**src/rtl/uart_tx_feeder.sv**
```systemverilog
// uart_tx_feeder: byte FIFO plus start sequencer feeding the Uart8 transmitter.
// Launches one byte at a time and paces each launch on the transmitter's busy flag.
module uart_tx_feeder #(
  parameter int DEPTH     = 16,
  parameter int START_TMO = 65535
) (
  input  logic                     clk,
  input  logic                     rstn,
  input  logic                     en,
  input  logic [7:0]               wrData,
  input  logic                     wrValid,
  output logic                     wrReady,
  output logic [$clog2(DEPTH):0]   level,
  output logic                     txEn,
  output logic                     txStart,
  output logic [7:0]               txData,
  input  logic                     txBusy,
  output logic                     stallErr
);

  localparam int AW = $clog2(DEPTH);
  localparam logic [15:0] TMO_LAST = 16'(START_TMO - 1);
  localparam logic [AW:0] PTR_ONE = (AW + 1)'(1);

  typedef enum logic [1:0] {
    IDLE,
    START,
    WAIT,
    GAP
  } state_t;

  state_t state;
  state_t stateNxt;

  logic          busyQ;
  logic          busyS;
  logic          alive;
  logic [7:0]    mem [DEPTH];
  logic [AW:0]   wrPtr;
  logic [AW:0]   rdPtr;
  logic [15:0]   tmo;
  logic          full;
  logic          empty;
  logic          doWr;
  logic          doPop;
  logic          tmoHit;

  assign empty   = (wrPtr == rdPtr);
  assign full    = (wrPtr[AW] != rdPtr[AW]) &&
                   (wrPtr[AW-1:0] == rdPtr[AW-1:0]);
  assign wrReady = rstn && alive && !full;
  assign level   = wrPtr - rdPtr;
  assign doWr    = wrValid && wrReady;
  assign doPop   = (state == IDLE) && en && !empty && !busyS;
  assign tmoHit  = (tmo == TMO_LAST);

  // Two-flop synchronizer for the txClk-domain busy flag
  always_ff @(posedge clk) begin
    if (!rstn) begin
      busyQ <= 1'b0;
      busyS <= 1'b0;
    end else begin
      busyQ <= txBusy;
      busyS <= busyQ;
    end
  end

  // FIFO pointers; alive holds wrReady low until the cycle after reset
  always_ff @(posedge clk) begin
    if (!rstn) begin
      wrPtr <= '0;
      rdPtr <= '0;
      alive <= 1'b0;
    end else begin
      alive <= 1'b1;
      if (doWr) wrPtr <= wrPtr + PTR_ONE;
      if (doPop) rdPtr <= rdPtr + PTR_ONE;
    end
  end

  // FIFO storage, written only on an accepted byte
  always_ff @(posedge clk) begin
    if (doWr) mem[wrPtr[AW-1:0]] <= wrData;
  end

  // Head byte is captured on pop and held until the next launch
  always_ff @(posedge clk) begin
    if (!rstn) txData <= 8'h00;
    else if (doPop) txData <= mem[rdPtr[AW-1:0]];
  end

  // Start timeout counter runs only while waiting for busy to rise
  always_ff @(posedge clk) begin
    if (!rstn || state != START) tmo <= '0;
    else tmo <= tmo + 16'd1;
  end

  // Sticky stall flag; a busy rise on the last cycle still wins
  always_ff @(posedge clk) begin
    if (!rstn) stallErr <= 1'b0;
    else if (state == START && !busyS && tmoHit) stallErr <= 1'b1;
  end

  // State register
  always_ff @(posedge clk) begin
    if (!rstn) state <= IDLE;
    else state <= stateNxt;
  end

  // Next-state logic
  always_comb begin
    stateNxt = state;
    unique case (state)
      IDLE:  if (doPop) stateNxt = START;
      START: if (busyS || tmoHit) stateNxt = WAIT;
      WAIT:  if (!busyS) stateNxt = GAP;
      GAP:   stateNxt = IDLE;
      default: stateNxt = IDLE;
    endcase
  end

  // Uart8 control outputs decoded from state
  always_comb begin
    txEn    = 1'b0;
    txStart = 1'b0;
    unique case (state)
      IDLE:  ;
      START: begin
        txEn    = 1'b1;
        txStart = 1'b1;
      end
      WAIT:  txEn = 1'b1;
      GAP:   txEn = 1'b1;
      default: ;
    endcase
  end

endmodule
```
**config.mk**
```make
export PLATFORM = sky130hd
export DESIGN_NAME = uart_tx_feeder
export DESIGN_NICKNAME = d
export VERILOG_FILES = /design/src/rtl/uart_tx_feeder.sv
export SDC_FILE = /design/constraint.sdc
export NUM_CORES = 1
export LEC_CHECK = 0
export CAP_MARGIN = 5
export CELL_PAD_IN_SITES_DETAIL_PLACEMENT = 1
export CELL_PAD_IN_SITES_GLOBAL_PLACEMENT = 2
export CORE_UTILIZATION = 44
export DETAILED_ROUTE_END_ITERATION = 6
export GPL_TIMING_DRIVEN = 0
export PLACE_DENSITY = 0.78
export SYNTH_ARGS = -nofsm -noshare
export SYNTH_HDL_FRONTEND = slang
export SYNTH_SLANG_ARGS = --single-unit
```
**constraint.sdc**
```tcl
create_clock -name clk -period 4.3 [get_ports clk]
set_input_delay 0.645 -clock clk [delete_from_list [all_inputs] [get_ports clk]]
set_output_delay 0.645 -clock clk [all_outputs]
set_load 0.005 [all_outputs]
```
# After elaboration in Yosys (flattened, before gate mapping)
# Memory sizes are Yosys's and may differ from the RTL's. A register that Yosys moved wholly into a read port is not among the register bits.
# Index checks and enable logic that the tools add are counted.
# W data, S select, Z words.
dict set report word_totals {
  ramBits 128
  out_inout_bits 17
  input_bits 13
  memories 1
  word_cells 52
  ff_bits 32
}
# memory depth width read_ports rd_clocked_by_memory_dff write_ports line
set memory_table {}
lappend memory_table {mem 16 8 1 1 1 38} ;# logic [7:0] mem [DEPTH];
dict set report op_classes {
  n_reduce_logical 19
  n_eq_ne 11
  mux 9
  addsub 4
}
# cell count
set ops {}
lappend ops {{$add A16 B1 Y16 const B} 1}
lappend ops {{$eq A16 B16 Y1 const B} 1}
lappend ops {{$add A5 B1 Y5 const B} 2}
lappend ops {{$logic_and A1 B1 Y1} 9}
lappend ops {{$pmux W2 S4} 1}
lappend ops {{$mux W2} 3}
lappend ops {{$eq A5 B5 Y1} 1}
lappend ops {{$logic_not A1 Y1} 5}
lappend ops {{$mux W1} 5}
lappend ops {{$sub A5 B5 Y5} 1}
lappend ops {{$eq A2 B2 Y1 const B} 2}
lappend ops {{$eq A4 B4 Y1} 1}
lappend ops {{$ne A2 B1 Y1 const B} 2}
lappend ops {{$ne A2 B2 Y1 const B} 2}
lappend ops {{$reduce_and A3 Y1} 1}
lappend ops {{$reduce_or A3 Y1} 1}
lappend ops {{$eq A2 B1 Y1 const B} 1}
lappend ops {{$logic_not A2 Y1} 1}
lappend ops {{$logic_or A1 B1 Y1} 2}
lappend ops {{$ne A1 B1 Y1} 1}

# Depth between registers and ports, before layout
# Gate-level depths: netlist (run 1).
dict set report logic_depth {
  depth_word 7
  ltp_mapped 9
  mapped_depth_nobuf 7
}

# Worst setup path after synthesis (run 1)
# OpenSTA, ideal clock, no wires.
dict set report synth_timing {
  kind {flip-flop to flip-flop}
  start {register rdPtr[2]}
  end {memory mem[0][0], enable pin}
  period_less_slack_ps 3041
  path_slack_ps 1259
  n_path_buf 1
  t_arrival_ps 2658
  required_ps 3917
  stages_incl_launch_ff 8
  cell_sequence {dfxtp_1 buf_1 inv_1 ha_1 and4_1 a211oi_2 nand2_1 nor3_1}
}
dict set report synth_between {
  elab_chain_len 7
}
# element line
set synth_rtl {}
lappend synth_rtl {{start: declaration} 40} ;# logic [AW:0] rdPtr;
lappend synth_rtl {{start signal: assignment} 77} ;# if (doPop) rdPtr <= rdPtr + PTR_ONE;
lappend synth_rtl {{$eq A4 B4 Y1} 50} ;# (wrPtr[AW-1:0] == rdPtr[AW-1:0]);
lappend synth_rtl {{$logic_and A1 B1 Y1} 49} ;# assign full = (wrPtr[AW] != rdPtr[AW]) &&
lappend synth_rtl {{$logic_not A1 Y1} 51} ;# assign wrReady = rstn && alive && !full;
lappend synth_rtl {{$logic_and A1 B1 Y1} 51}
lappend synth_rtl {{$logic_and A1 B1 Y1} 53} ;# assign doWr = wrValid && wrReady;
lappend synth_rtl {{$mux W1} 83} ;# if (doWr) mem[wrPtr[AW-1:0]] <= wrData;
lappend synth_rtl {{$mux W1 (not written as such)} 83}
lappend synth_rtl {{end: declaration} 38}
# Every way passes these cells.

# Worst setup path after layout (run 1)
dict set report layout_timing {
  start {register rdPtr[2]}
  end {memory mem[1][6], enable pin}
}
# The elaborated chain is that of the path after synthesis.

==> flow_results.xml, run 1 <==
<?xml version="1.0" encoding="UTF-8"?>
<metrics>
  <group name="route">
    <metric name="detailroute.wirelength.met2" unit="µm">7610</metric>
    <metric name="route.met3.wl" unit="µm">815</metric>
    <metric name="route.final.wire_length" unit="µm">15500</metric>
    <metric name="post_drt_wl_per_cell" unit="µm">21.2</metric>
    <metric name="first_iter_violations" unit="">273</metric>
    <metric name="drc_errors" unit="">0</metric>
    <metric name="vias_per_cell" unit="">5.39</metric>
    <metric name="route.vias.total" unit="">3941</metric>
    <metric name="antenna_violating_nets_post_route" unit="">0</metric>
    <metric name="routedLengthMet1" unit="µm">6930</metric>
    <metric name="drt-pass1-iter-count" unit="">4</metric>
    <metric name="routed.top_layer" unit="">met4</metric>
  </group>
  <group name="cts">
    <metric name="cts.repair_timing.setup_buffer_count" unit="">0</metric>
    <metric name="clk_root_buffer_cell" unit="">clkbuf_16</metric>
    <metric name="post_cts_resize_count" unit="">0</metric>
    <metric name="clock_insertion_delay_worst_skew" unit="ns">0.43</metric>
    <metric name="cts_tree" unit="">yes</metric>
    <metric name="ctsHoldBuffers" unit="">0</metric>
    <metric name="clockBufferDepth" unit="">2</metric>
    <metric name="tritoncts.num_buffers" unit="">17</metric>
    <metric name="clk_pin_slew" unit="ns">0.07</metric>
    <metric name="numClockSinks" unit="">168</metric>
    <metric name="ctsHtreeMaxLevel" unit="">4</metric>
  </group>
  <group name="die">
    <metric name="core_area" unit="µm²">15300</metric>
    <metric name="fp.dieW" unit="µm">127</metric>
    <metric name="die_height" unit="µm">127</metric>
    <metric name="floorplan.initialDensity" unit="%">45.2</metric>
    <metric name="die_area" unit="µm²">16200</metric>
    <metric name="row_count" unit="">45</metric>
    <metric name="num_io_pins" unit="">30</metric>
  </group>
  <group name="placed_design">
    <metric name="standard_cell_area_after_detailed_placement" unit="µm²">7450</metric>
    <metric name="portBuffers" unit="">29</metric>
    <metric name="gp_congestion" unit="">0.792</metric>
    <metric name="post-dp-hpwl" unit="µm">10700</metric>
  </group>
  <group name="synthesis">
    <metric name="synth.largest_area_cell" unit="">edfxtp_1</metric>
    <metric name="yosys_warnings" unit="">0</metric>
    <metric name="synthCells" unit="">457</metric>
    <metric name="mappedNetlistArea" unit="µm²">6900</metric>
    <metric name="synth_edf_count" unit="">128</metric>
    <metric name="post_synth.cell_area_avg" unit="µm²">15.1</metric>
    <metric name="synth_largest_type_area_fraction" unit="%">55.7</metric>
    <metric name="synth.ff_latch_count" unit="">168</metric>
    <metric name="synth-async-reset-ratio" unit="%">0</metric>
    <metric name="sequential_fraction_of_the_synthesis_area" unit="%">67.3</metric>
    <metric name="post_synth_num_cell_types" unit="">52</metric>
    <metric name="number_of_nets_in_the_synthesized_netlist" unit="">486</metric>
    <metric name="synthFlopType" unit="">edfxtp_1</metric>
    <metric name="largest_cells_by_area_after_synthesis" unit="">edfxtp_1 (56%), dfxtp_1 (12%), mux2i_1 (5.5%), mux4_2 (5.2%), ha_1 (2.7%)</metric>
  </group>
  <group name="layout">
    <metric name="n_antenna_cell" unit="">0</metric>
    <metric name="finish.utilization" unit="%">52.9</metric>
    <metric name="area_delta_synth_final" unit="%">17.0</metric>
    <metric name="non_filler_cell_area_final" unit="µm²">8070</metric>
    <metric name="filler_cells" unit="">1481</metric>
    <metric name="nets" unit="">536</metric>
    <metric name="multi_input_comb_area" unit="µm²">2070</metric>
    <metric name="final_layout_size_suffix_gt1_share" unit="%">14.2</metric>
    <metric name="seq_area" unit="µm²">4640</metric>
  </group>
  <group name="global_route">
    <metric name="largest_net_degree_at_the_start_of_global_routing" unit="">19</metric>
    <metric name="antenna_found_initial" unit="">0</metric>
    <metric name="grt_first_pass_wirelength" unit="µm">24500</metric>
    <metric name="final_global_route_overflow_total" unit="">0</metric>
    <metric name="gr-usage-all-layers" unit="%">21.0</metric>
    <metric name="number_of_global_route_vias_before_repair" unit="">4196</metric>
  </group>
  <group name="timing">
    <metric name="report.final.hold_viol_count" unit="">0</metric>
    <metric name="finalCritPeriodShare" unit="%">94.5</metric>
    <metric name="post-route-min-period" unit="ns">4.06</metric>
    <metric name="timing.final.max_slew_violations" unit="">0</metric>
    <metric name="grt_setup_unrepaired" unit="">no</metric>
    <metric name="hold_ws" unit="ns">0.446</metric>
    <metric name="maximum_clock_frequency" unit="MHz">246</metric>
    <metric name="setup_viol" unit="">0</metric>
    <metric name="worst-slew-pin-transition" unit="ns">1.19</metric>
    <metric name="setup_total_negative_slack" unit="ns">0</metric>
    <metric name="worst_slew_margin" unit="%">20.1</metric>
    <metric name="worst_clock_skew" unit="ns">0.00690</metric>
  </group>
  <group name="job">
    <metric name="max-cap-violations" unit="">0</metric>
  </group>
  <group name="pwr">
    <metric name="p_leak" unit="nW">2.59</metric>
    <metric name="peakVddDrop" unit="mV">0.486</metric>
    <metric name="pwr_density_cell" unit="nW/µm²">451</metric>
  </group>
  <group name="run_status">
    <metric name="status" unit="">completed</metric>
  </group>
  <group name="hold_path">
    <metric name="min-delay-path-class" unit="">flip-flop to flip-flop</metric>
  </group>
  <group name="setup_path">
    <metric name="worstPathRequired" unit="ns">4.35</metric>
    <metric name="setup.worst_path.start_class" unit="">flip-flop</metric>
    <metric name="timing.critical_path.fanout_max" unit="">10</metric>
    <metric name="critPathCaptureType" unit="">flip-flop</metric>
    <metric name="timing_worst_setup_path_type" unit="">flip-flop to flip-flop</metric>
    <metric name="cp.arrival" unit="ns">4.11</metric>
  </group>
</metrics>
-- synth_stat cells, types with 3 or more instances --
cell        n
a211oi_1    7
a21o_1      4
a21oi_1     9
a31oi_1     8
and2_1      4
and4_1      3
buf_2       7
buf_6       4
clkbuf_1    3
dfxtp_1    40
edfxtp_1  128
ha_1       15
inv_1      16
mux2i_1    38
mux4_2     16
nand2_1    23
nand3_1     8
nand4_1     8
nor2_1     31
nor3_1      5
o21ai_0    13
o22ai_1    16
or3_1       5
xnor2_1     7
xor2_1     10
-- final timing paths --
kind	from	cells past startpoint	slack, ns	end
worst min register to register	busyQ$_SDFF_PN0_	1	0.45	busyS$_SDFF_PN0_
worst min-delay path	busyQ$_SDFF_PN0_	1	0.45	busyS$_SDFF_PN0_
worst max-delay path	rdPtr[2]$_SDFFE_PN0P_	7	0.24	mem[1][6]$_DFFE_PP_
worst max register to register	rdPtr[2]$_SDFFE_PN0P_	7	0.24	mem[1][6]$_DFFE_PP_
-- state kept, by name (all words and copies together), names as in the netlist --
| name | cells |
|---|---|
| alive | 1 |
| busyQ | 1 |
| busyS | 1 |
| mem | 128 |
| rdPtr | 5 |
| stallErr | 1 |
| state | 2 |
| tmo | 16 |
| txData | 8 |
| wrPtr | 5 |
-- layer usage --
metal,global-route usage (%),vias up
met5,0,-
met2,35.0,89
li1,-,1841
met1,27.3,2000
met3,5.65,11
met4,5.81,0
-- logic make-up after synthesis --
group / synth area share [%]
AO/OA/AOI/OAI: 6.46
flip-flops: 67.3
buffers and inverters: 2.77
AND/OR/NAND/NOR: 7.15
XOR/XNOR: 2.56
adder cells (fa/ha/maj): 3.01
multiplexers: 10.7
-- final cells by class --
cell class / instances / share of cell area [%]
Multi-Input combinational cell: 254 / 25.6
Timing Repair Buffer: 31 / 3.78
Clock inverter: 15 / 2.12
Clock buffer: 17 / 5.27
Tap cell: 211 / 3.27
Inverter: 17 / 0.791
Buffer: 18 / 1.58
Sequential cell: 168 / 57.6
-- through the flow --
step / total power [mW] / worst slack, ns / instances
5_1_grt: 3.76 / 0.0140 / 731
4_1_cts: 3.67 / 0.134 / 729
3_3_place_gp: 2.12 / 0.208 / 697
6_report: 3.64 / 0.237 / 731
2_1_floorplan: 2.00 / 1.26 / 457
3_5_place_dp: 2.13 / 0.152 / 697
-- cell usage in the layout (no fill, tap or decap), types with 13 or more instances in the layout --
| cell type | instances |
|---|---|
| mux2i_1 | 38 |
| nand2_1 | 23 |
| nor2_1 | 31 |
| dfxtp_1 | 40 |
| mux4_2 | 16 |
| edfxtp_1 | 128 |
| clkbuf_16 | 17 |
| clkdlybuf4s50_1 | 29 |
| o21ai_0 | 13 |
| inv_1 | 16 |
| o22ai_1 | 16 |
| ha_1 | 15 |
-- where the power goes --
part | internal, mW | switching, mW
sequential | 1.77 | 0.0150
clock | 0.833 | 0.715
combinational | 0.152 | 0.160
-- worst max-delay path: stages (launching register included) --
cell and delay, ns:
dfxtp_1 0.39, buf_1 0.51, inv_1 0.20, ha_1 0.40, and4_1 0.28, a211oi_2 0.57
nand2_1 0.34, nor3_1 0.98
Power figures use the tool's default switching activity.
==> inputs of run 2 (changes only) <==
==> config.mk (replaced) <==
export PLATFORM = sky130hd
export DESIGN_NAME = uart_tx_feeder
export DESIGN_NICKNAME = d
export VERILOG_FILES = /design/src/rtl/uart_tx_feeder.sv
export SDC_FILE = /design/constraint.sdc
export NUM_CORES = 1
export LEC_CHECK = 0
export ABC_AREA = 1
export CAP_MARGIN = 5
export CORE_UTILIZATION = 59
export DETAILED_ROUTE_END_ITERATION = 6
export GPL_TIMING_DRIVEN = 0
export PLACE_DENSITY = 0.77
export SYNTH_ARGS = -nofsm -noshare
export SYNTH_HDL_FRONTEND = slang
export SYNTH_SLANG_ARGS = --single-unit
==> run 2 against run 1 <==
  * Global-route usage grew 7.0 points
  * Core utilization rose by 17 points
  * Synthesized cell count up 63%
  * Final cell count rose by 33%
  * Fmax is 17% higher
  * Clock power shrank 8%
  * Power increased by 4.1%
  * Largest power group unchanged
==> flow_results.xml, run 2 <==
<?xml version="1.0" encoding="UTF-8"?>
<metrics>
  <group name="run_status">
    <metric name="status" unit="">completed</metric>
  </group>
  <group name="synthesis">
    <metric name="synth-async-reset-ratio" unit="%">0</metric>
    <metric name="sequential_fraction_of_the_synthesis_area" unit="%">63.1</metric>
    <metric name="synth_top_cells_by_count" unit="">nand2_1 (159), nor2_1 (149), edfxtp_1 (128), nand3_1 (53), inv_1 (47)</metric>
    <metric name="yosys_warnings" unit="">0</metric>
    <metric name="synth.ff_latch_count" unit="">168</metric>
    <metric name="post_synth.cell_area_avg" unit="µm²">9.90</metric>
    <metric name="synthCells" unit="">743</metric>
    <metric name="number_of_nets_in_the_synthesized_netlist" unit="">772</metric>
    <metric name="post-synth-top-count-cell" unit="">nand2_1</metric>
    <metric name="synthFlopType" unit="">edfxtp_1</metric>
    <metric name="synth_largest_type_area_fraction" unit="%">52.3</metric>
    <metric name="post_synth_num_cell_types" unit="">37</metric>
    <metric name="synth.largest_area_cell" unit="">edfxtp_1</metric>
    <metric name="synth_edf_count" unit="">128</metric>
    <metric name="mappedNetlistArea" unit="µm²">7360</metric>
    <metric name="largest_cells_by_area_after_synthesis" unit="">edfxtp_1 (52%), dfxtp_1 (11%), nand2_1 (8.1%), nor2_1 (7.6%), nand3_1 (3.6%)</metric>
  </group>
  <group name="route">
    <metric name="drt-pass1-iter-count" unit="">5</metric>
    <metric name="first_iter_violations" unit="">482</metric>
    <metric name="post_drt_wl_per_cell" unit="µm">17.5</metric>
    <metric name="antenna_violating_nets_post_route" unit="">0</metric>
    <metric name="vias_per_cell" unit="">5.36</metric>
    <metric name="route.vias.total" unit="">5214</metric>
    <metric name="route.final.wire_length" unit="µm">17000</metric>
    <metric name="drc_errors" unit="">0</metric>
  </group>
  <group name="cts">
    <metric name="ctsHoldBuffers" unit="">0</metric>
    <metric name="clk_root_buffer_cell" unit="">clkbuf_16</metric>
    <metric name="tritoncts.num_buffers" unit="">17</metric>
    <metric name="numClockSinks" unit="">168</metric>
    <metric name="post_cts_resize_count" unit="">0</metric>
    <metric name="cts_tree" unit="">yes</metric>
    <metric name="clockBufferDepth" unit="">2</metric>
    <metric name="clk_pin_slew" unit="ns">0.07</metric>
    <metric name="clock_insertion_delay_worst_skew" unit="ns">0.43</metric>
    <metric name="cts.repair_timing.setup_buffer_count" unit="">0</metric>
    <metric name="ctsHtreeMaxLevel" unit="">4</metric>
  </group>
  <group name="layout">
    <metric name="leading_cell_type_in_the_layout_fill_and_taps_excluded" unit="">nand2_1</metric>
    <metric name="non_filler_cell_area_final" unit="µm²">8410</metric>
    <metric name="multi_input_comb_area" unit="µm²">2330</metric>
    <metric name="seq_area" unit="µm²">4640</metric>
    <metric name="nets" unit="">820</metric>
    <metric name="filler_cells" unit="">901</metric>
    <metric name="final_cell_mix" unit="">nand2_1 (159), nor2_1 (149), edfxtp_1 (128), nand3_1 (53), inv_1 (47)</metric>
    <metric name="n_antenna_cell" unit="">0</metric>
    <metric name="final_layout_size_suffix_gt1_share" unit="%">9.45</metric>
    <metric name="flip_flop_count_of_the_largest_register_after_layout" unit="">128</metric>
    <metric name="area_delta_synth_final" unit="%">14.3</metric>
    <metric name="finalNonFillerCells" unit="">972</metric>
  </group>
  <group name="die">
    <metric name="row_count" unit="">40</metric>
    <metric name="num_io_pins" unit="">30</metric>
    <metric name="floorplan.initialDensity" unit="%">61.0</metric>
    <metric name="fp.dieW" unit="µm">114</metric>
    <metric name="die_area" unit="µm²">12900</metric>
    <metric name="core_area" unit="µm²">12100</metric>
    <metric name="die_height" unit="µm">114</metric>
  </group>
  <group name="hold_path">
    <metric name="min_delay_path_depth" unit="">2</metric>
    <metric name="min-delay-path-class" unit="">flip-flop to flip-flop</metric>
  </group>
  <group name="timing">
    <metric name="worst_slew_margin" unit="%">38.6</metric>
    <metric name="setup_total_negative_slack" unit="ns">0</metric>
    <metric name="setup_viol" unit="">0</metric>
    <metric name="finalCritPeriodShare" unit="%">80.6</metric>
    <metric name="hold_ws" unit="ns">0.419</metric>
    <metric name="worst_clock_skew" unit="ns">0.00796</metric>
    <metric name="report.final.hold_viol_count" unit="">0</metric>
    <metric name="timing.final.max_slew_violations" unit="">0</metric>
    <metric name="worst-slew-pin-transition" unit="ns">0.917</metric>
    <metric name="post-route-min-period" unit="ns">3.46</metric>
    <metric name="maximum_clock_frequency" unit="MHz">289</metric>
    <metric name="grt_setup_unrepaired" unit="">no</metric>
  </group>
  <group name="setup_path">
    <metric name="worstPathRequired" unit="ns">3.65</metric>
    <metric name="reg2regPathDepth" unit="">11</metric>
    <metric name="setup.worst_path.start_class" unit="">flip-flop</metric>
    <metric name="critPathCaptureType" unit="">primary output</metric>
    <metric name="timing_worst_setup_path_type" unit="">flip-flop to primary output</metric>
    <metric name="cp.arrival" unit="ns">2.82</metric>
    <metric name="timing.critical_path.fanout_max" unit="">10</metric>
  </group>
  <group name="placed_design">
    <metric name="portBuffers" unit="">29</metric>
    <metric name="post-place-cells" unit="">940</metric>
    <metric name="post-dp-hpwl" unit="µm">11700</metric>
    <metric name="gp_congestion" unit="">0.923</metric>
    <metric name="standard_cell_area_after_detailed_placement" unit="µm²">7860</metric>
  </group>
  <group name="global_route">
    <metric name="grt_first_pass_wirelength" unit="µm">26000</metric>
    <metric name="number_of_global_route_vias_before_repair" unit="">4948</metric>
    <metric name="final_global_route_overflow_total" unit="">0</metric>
    <metric name="gr-usage-all-layers" unit="%">28.1</metric>
    <metric name="antenna_found_initial" unit="">0</metric>
    <metric name="largest_net_degree_at_the_start_of_global_routing" unit="">17</metric>
  </group>
  <group name="pwr">
    <metric name="pwr_density_cell" unit="nW/µm²">451</metric>
    <metric name="peakVddDrop" unit="mV">0.299</metric>
    <metric name="total_power" unit="mW">3.79</metric>
    <metric name="p_leak" unit="nW">3.14</metric>
  </group>
  <group name="job">
    <metric name="max-cap-violations" unit="">0</metric>
  </group>
</metrics>
==> run 2: cell count changes after synthesis, sizes merged, moves of 7 or more <==
cell / previous run / this run
nand3: 9 / 54
mux4: 16 / 0
nand2: 24 / 168
a21oi: 10 / 22
mux2i: 38 / 0
o22ai: 16 / 0
a31oi: 8 / 1
nor2: 32 / 156
buf: 14 / 24
inv: 16 / 51
o21ai: 15 / 53
a211oi: 8 / 1
==> run 2: final cells by class <==
type	count	area share (%)
Tap cell	168	2.50
Inverter	51	2.37
Buffer	30	2.19
Sequential cell	168	55.2
Multi-Input combinational cell	494	27.7
Clock inverter	15	1.52
Timing Repair Buffer	29	3.45
Clock buffer	17	5.06
==> run 2: worst max-delay path, cell delays in order (launching register included) <==
cell and delay, ns:
dfxtp_1 0.35, buf_2 0.25, buf_2 0.26, inv_1 0.10
ha_1 0.37, nand2_2 0.10, o21ai_0 0.24, xor2_1 0.19
clkdlybuf4s50_1 0.54
==> run 2: cells by family after synthesis <==
family / synth area share (%)
buffers and inverters: 5.20
AOI/OAI and AO/OA: 5.60
DFF: 63.1
xor gates and xnor gates: 1.07
and+or+nand+nor: 22.2
adders and majority gates: 2.82
==> run 2: through the flow <==
| step | utilization (%) | worst slack (ns) |
|---|---|---|
| after global routing | 69.7 | 0.652 |
| after global placement | 65.1 | 1.37 |
| after detailed placement | 65.1 | 1.29 |
| after CTS | 69.7 | 0.819 |
| after floorplan | - | 1.90 |
| final | 69.7 | 0.835 |
==> run 2: power breakdown <==
group	internal [mW]	switching, mW	total [mW]
clock	0.795	0.637	1.43
combinational	0.216	0.347	0.563
sequential	1.77	0.0236	1.80
total	2.78	1.01	3.79
==> run 2: per-layer routing <==
layer  track usage (%)  vias up  part of all wire, %
met2              45.2      182                   48
met1              37.0     2432                   42
met3              6.43       39                  7.4
met5                 0        -                    0
li1                  -     2561                    -
met4              11.6        0                  2.9
==> run 2: worst paths after layout <==
kind                         startpoint                  end  slack (ns)
hold reg to reg        busyQ$_SDFF_PN0_     busyS$_SDFF_PN0_        0.42
setup reg to reg  rdPtr[1]$_SDFFE_PN0P_  mem[7][3]$_DFFE_PP_        1.22
setup / recovery  rdPtr[2]$_SDFFE_PN0P_             level[4]        0.84
hold / removal         busyQ$_SDFF_PN0_     busyS$_SDFF_PN0_        0.42
==> inputs of run 3 (changes only) <==
==> constraint.sdc (replaced) <==
create_clock -name clk -period 3.51 [get_ports clk]
set_input_delay 0.5265 -clock clk [delete_from_list [all_inputs] [get_ports clk]]
set_output_delay 0.5265 -clock clk [all_outputs]
set_load 0.005 [all_outputs]
==> run 3 against run 2 <==
  * Routed wire length hardly changed
  * Register-to-register slack got worse by 0.79 ns
  * Worst setup slack worse by 0.65 ns
  * Clock-buffer cell count did not move
  * Non-clock buffer count stayed put
  * Clock skew increased by 0.00077 ns
  * Combinational power up 22%
  * Design area about the same
  * Die area is the same
  * Critical path type unchanged
  * Largest power group unchanged
==> flow_results.xml, run 3 (synthesis gave the netlist of run 2 again) <==
<?xml version="1.0" encoding="UTF-8"?>
<metrics>
  <group name="global_route">
    <metric name="grt_first_pass_wirelength" unit="µm">26000</metric>
    <metric name="gr-usage-all-layers" unit="%">28.1</metric>
    <metric name="largest_net_degree_at_the_start_of_global_routing" unit="">17</metric>
    <metric name="number_of_global_route_vias_before_repair" unit="">4948</metric>
    <metric name="final_global_route_overflow_total" unit="">0</metric>
    <metric name="antenna_found_initial" unit="">0</metric>
  </group>
  <group name="setup_path">
    <metric name="crit_path_max_incr_delay" unit="ns">0.54</metric>
    <metric name="critPathCaptureType" unit="">primary output</metric>
    <metric name="timing_worst_setup_path_type" unit="">flip-flop to primary output</metric>
    <metric name="worstPathBufferInverterCount" unit="">4</metric>
    <metric name="timing.critical_path.fanout_max" unit="">10</metric>
    <metric name="crit_path_cell_trace" unit="">buf_2 &gt; clkbuf_4 &gt; inv_1 &gt; ha_1 &gt; nand2_2 &gt; o21ai_0 &gt; xor2_1 &gt; clkdlybuf4s50_1</metric>
    <metric name="worstPathRequired" unit="ns">2.98</metric>
    <metric name="cp.arrival" unit="ns">2.79</metric>
    <metric name="setup.worst_path.start_class" unit="">flip-flop</metric>
    <metric name="critical_path_depth_in_cells" unit="">8</metric>
    <metric name="ff_to_ff_setup_slack" unit="ns">0.43</metric>
    <metric name="top_family_by_delay_on_critical_path" unit="">buffers and inverters</metric>
    <metric name="reg2regPathDepth" unit="">11</metric>
    <metric name="cp_max_delay_cell" unit="">clkdlybuf4s50_1</metric>
  </group>
  <group name="cts">
    <metric name="ctsHtreeMaxLevel" unit="">4</metric>
    <metric name="cts.repair_timing.setup_buffer_count" unit="">0</metric>
    <metric name="cts_tree" unit="">yes</metric>
    <metric name="tritoncts.num_buffers" unit="">17</metric>
    <metric name="numClockSinks" unit="">168</metric>
    <metric name="clockBufferDepth" unit="">2</metric>
    <metric name="clk_pin_slew" unit="ns">0.07</metric>
    <metric name="clock_insertion_delay_worst_skew" unit="ns">0.43</metric>
    <metric name="clk_root_buffer_cell" unit="">clkbuf_16</metric>
  </group>
  <group name="placed_design">
    <metric name="standard_cell_area_after_detailed_placement" unit="µm²">7860</metric>
    <metric name="post-dp-hpwl" unit="µm">11700</metric>
    <metric name="gp_congestion" unit="">0.923</metric>
    <metric name="post-place-cells" unit="">940</metric>
    <metric name="portBuffers" unit="">29</metric>
  </group>
  <group name="layout">
    <metric name="non_filler_cell_area_final" unit="µm²">8410</metric>
    <metric name="multi_input_comb_area" unit="µm²">2330</metric>
    <metric name="final_layout_size_suffix_gt1_share" unit="%">9.45</metric>
    <metric name="nets" unit="">820</metric>
    <metric name="finalNonFillerCells" unit="">972</metric>
    <metric name="final_cell_mix" unit="">nand2_1 (159), nor2_1 (149), edfxtp_1 (128), nand3_1 (53), inv_1 (47)</metric>
    <metric name="seq_area" unit="µm²">4640</metric>
    <metric name="area_delta_synth_final" unit="%">14.4</metric>
    <metric name="leading_cell_type_in_the_layout_fill_and_taps_excluded" unit="">nand2_1</metric>
    <metric name="finish.utilization" unit="%">69.7</metric>
    <metric name="n_antenna_cell" unit="">0</metric>
    <metric name="flip_flop_count_of_the_largest_register_after_layout" unit="">128</metric>
    <metric name="filler_cells" unit="">900</metric>
  </group>
  <group name="route">
    <metric name="drt-pass1-iter-count" unit="">5</metric>
    <metric name="vias_per_cell" unit="">5.36</metric>
    <metric name="drc_errors" unit="">0</metric>
    <metric name="antenna_violating_nets_post_route" unit="">0</metric>
    <metric name="route.vias.total" unit="">5213</metric>
    <metric name="first_iter_violations" unit="">519</metric>
    <metric name="post_drt_wl_per_cell" unit="µm">17.5</metric>
    <metric name="route.final.wire_length" unit="µm">17000</metric>
  </group>
  <group name="timing">
    <metric name="worst_clock_skew" unit="ns">0.00873</metric>
    <metric name="timing.final.max_slew_violations" unit="">0</metric>
    <metric name="worst-slew-pin-transition" unit="ns">0.915</metric>
    <metric name="finalCritPeriodShare" unit="%">94.6</metric>
    <metric name="grt_setup_unrepaired" unit="">no</metric>
    <metric name="maximum_clock_frequency" unit="MHz">301</metric>
    <metric name="setup_total_negative_slack" unit="ns">0</metric>
    <metric name="worst_slew_margin" unit="%">38.7</metric>
    <metric name="report.final.hold_viol_count" unit="">0</metric>
    <metric name="setup_viol" unit="">0</metric>
    <metric name="post-route-min-period" unit="ns">3.32</metric>
    <metric name="hold_ws" unit="ns">0.419</metric>
  </group>
  <group name="job">
    <metric name="max-cap-violations" unit="">0</metric>
  </group>
  <group name="die">
    <metric name="die_area" unit="µm²">12900</metric>
    <metric name="fp.dieW" unit="µm">114</metric>
    <metric name="floorplan.initialDensity" unit="%">61.0</metric>
    <metric name="row_count" unit="">40</metric>
    <metric name="die_height" unit="µm">114</metric>
    <metric name="core_area" unit="µm²">12100</metric>
    <metric name="num_io_pins" unit="">30</metric>
  </group>
  <group name="hold_path">
    <metric name="min_delay_path_depth" unit="">2</metric>
    <metric name="min-delay-path-class" unit="">flip-flop to flip-flop</metric>
  </group>
  <group name="pwr">
    <metric name="p_leak" unit="nW">3.14</metric>
    <metric name="pwr_density_cell" unit="nW/µm²">552</metric>
    <metric name="peakVddDrop" unit="mV">0.366</metric>
  </group>
  <group name="run_status">
    <metric name="status" unit="">completed</metric>
  </group>
</metrics>
[run 3: final cells by class]
| type | instances | share of cell area [%] |
|---|---|---|
| sequential | 168 | 55.2 |
| multi-input combinational | 494 | 27.7 |
| clock buffer | 17 | 5.06 |
| timing repair buffer | 29 | 3.45 |
| tap | 168 | 2.50 |
| inverter | 51 | 2.37 |
| buffer | 30 | 2.22 |
| clock inverter | 15 | 1.52 |
[run 3: what timing repair did]
item	4_1_cts	5_1_grt
hold buffers	0	0
endpoints found under the setup margin	0	1
gates resized for setup	0	1
[run 3: metrics by stage]
stage,total power [mW],worst slack [ns]
floorplan,2.66,1.11
finish,4.64,0.190
global placement,2.90,0.579
CTS,4.65,0.147
detailed placement,2.92,0.529
global route,4.81,0.0182
[run 3: worst register-to-register path: stages, from the launching register on]
cell and delay, ns:
dfxtp_1 0.59, inv_2 0.08, buf_4 0.20, buf_2 0.21, ha_1 0.31, nand2_1 0.11
nor2_4 0.05, nand3_1 0.06, and3b_1 0.17, buf_6 0.14, nand2_1 0.08, nor2_1 0.70
[run 3: final timing paths]
kind                    startpoint                   to
min reg2reg       busyQ$_SDFF_PN0_     busyS$_SDFF_PN0_
max          rdPtr[2]$_SDFFE_PN0P_             level[4]
max reg2reg  rdPtr[1]$_SDFFE_PN0P_  mem[7][3]$_DFFE_PP_
min               busyQ$_SDFF_PN0_     busyS$_SDFF_PN0_
[run 3: where the power goes]
part	total, mW	switching [mW]	leakage, nW	internal, mW
Combinational	0.689	0.425	1.41	0.265
Sequential	2.20	0.0288	1.48	2.17
Clock	1.75	0.780	0.259	0.974
Total	4.64	1.23	3.14	3.41
[run 3: per-layer routing]
layer / share of wire [%] / global-route usage (%) / routed length, µm
met5: 0 / 0 / 0
met3: 7.0 / 6.43 / 1190
met1: 42 / 37.0 / 7180
met2: 48 / 45.2 / 8120
met4: 2.9 / 11.6 / 495
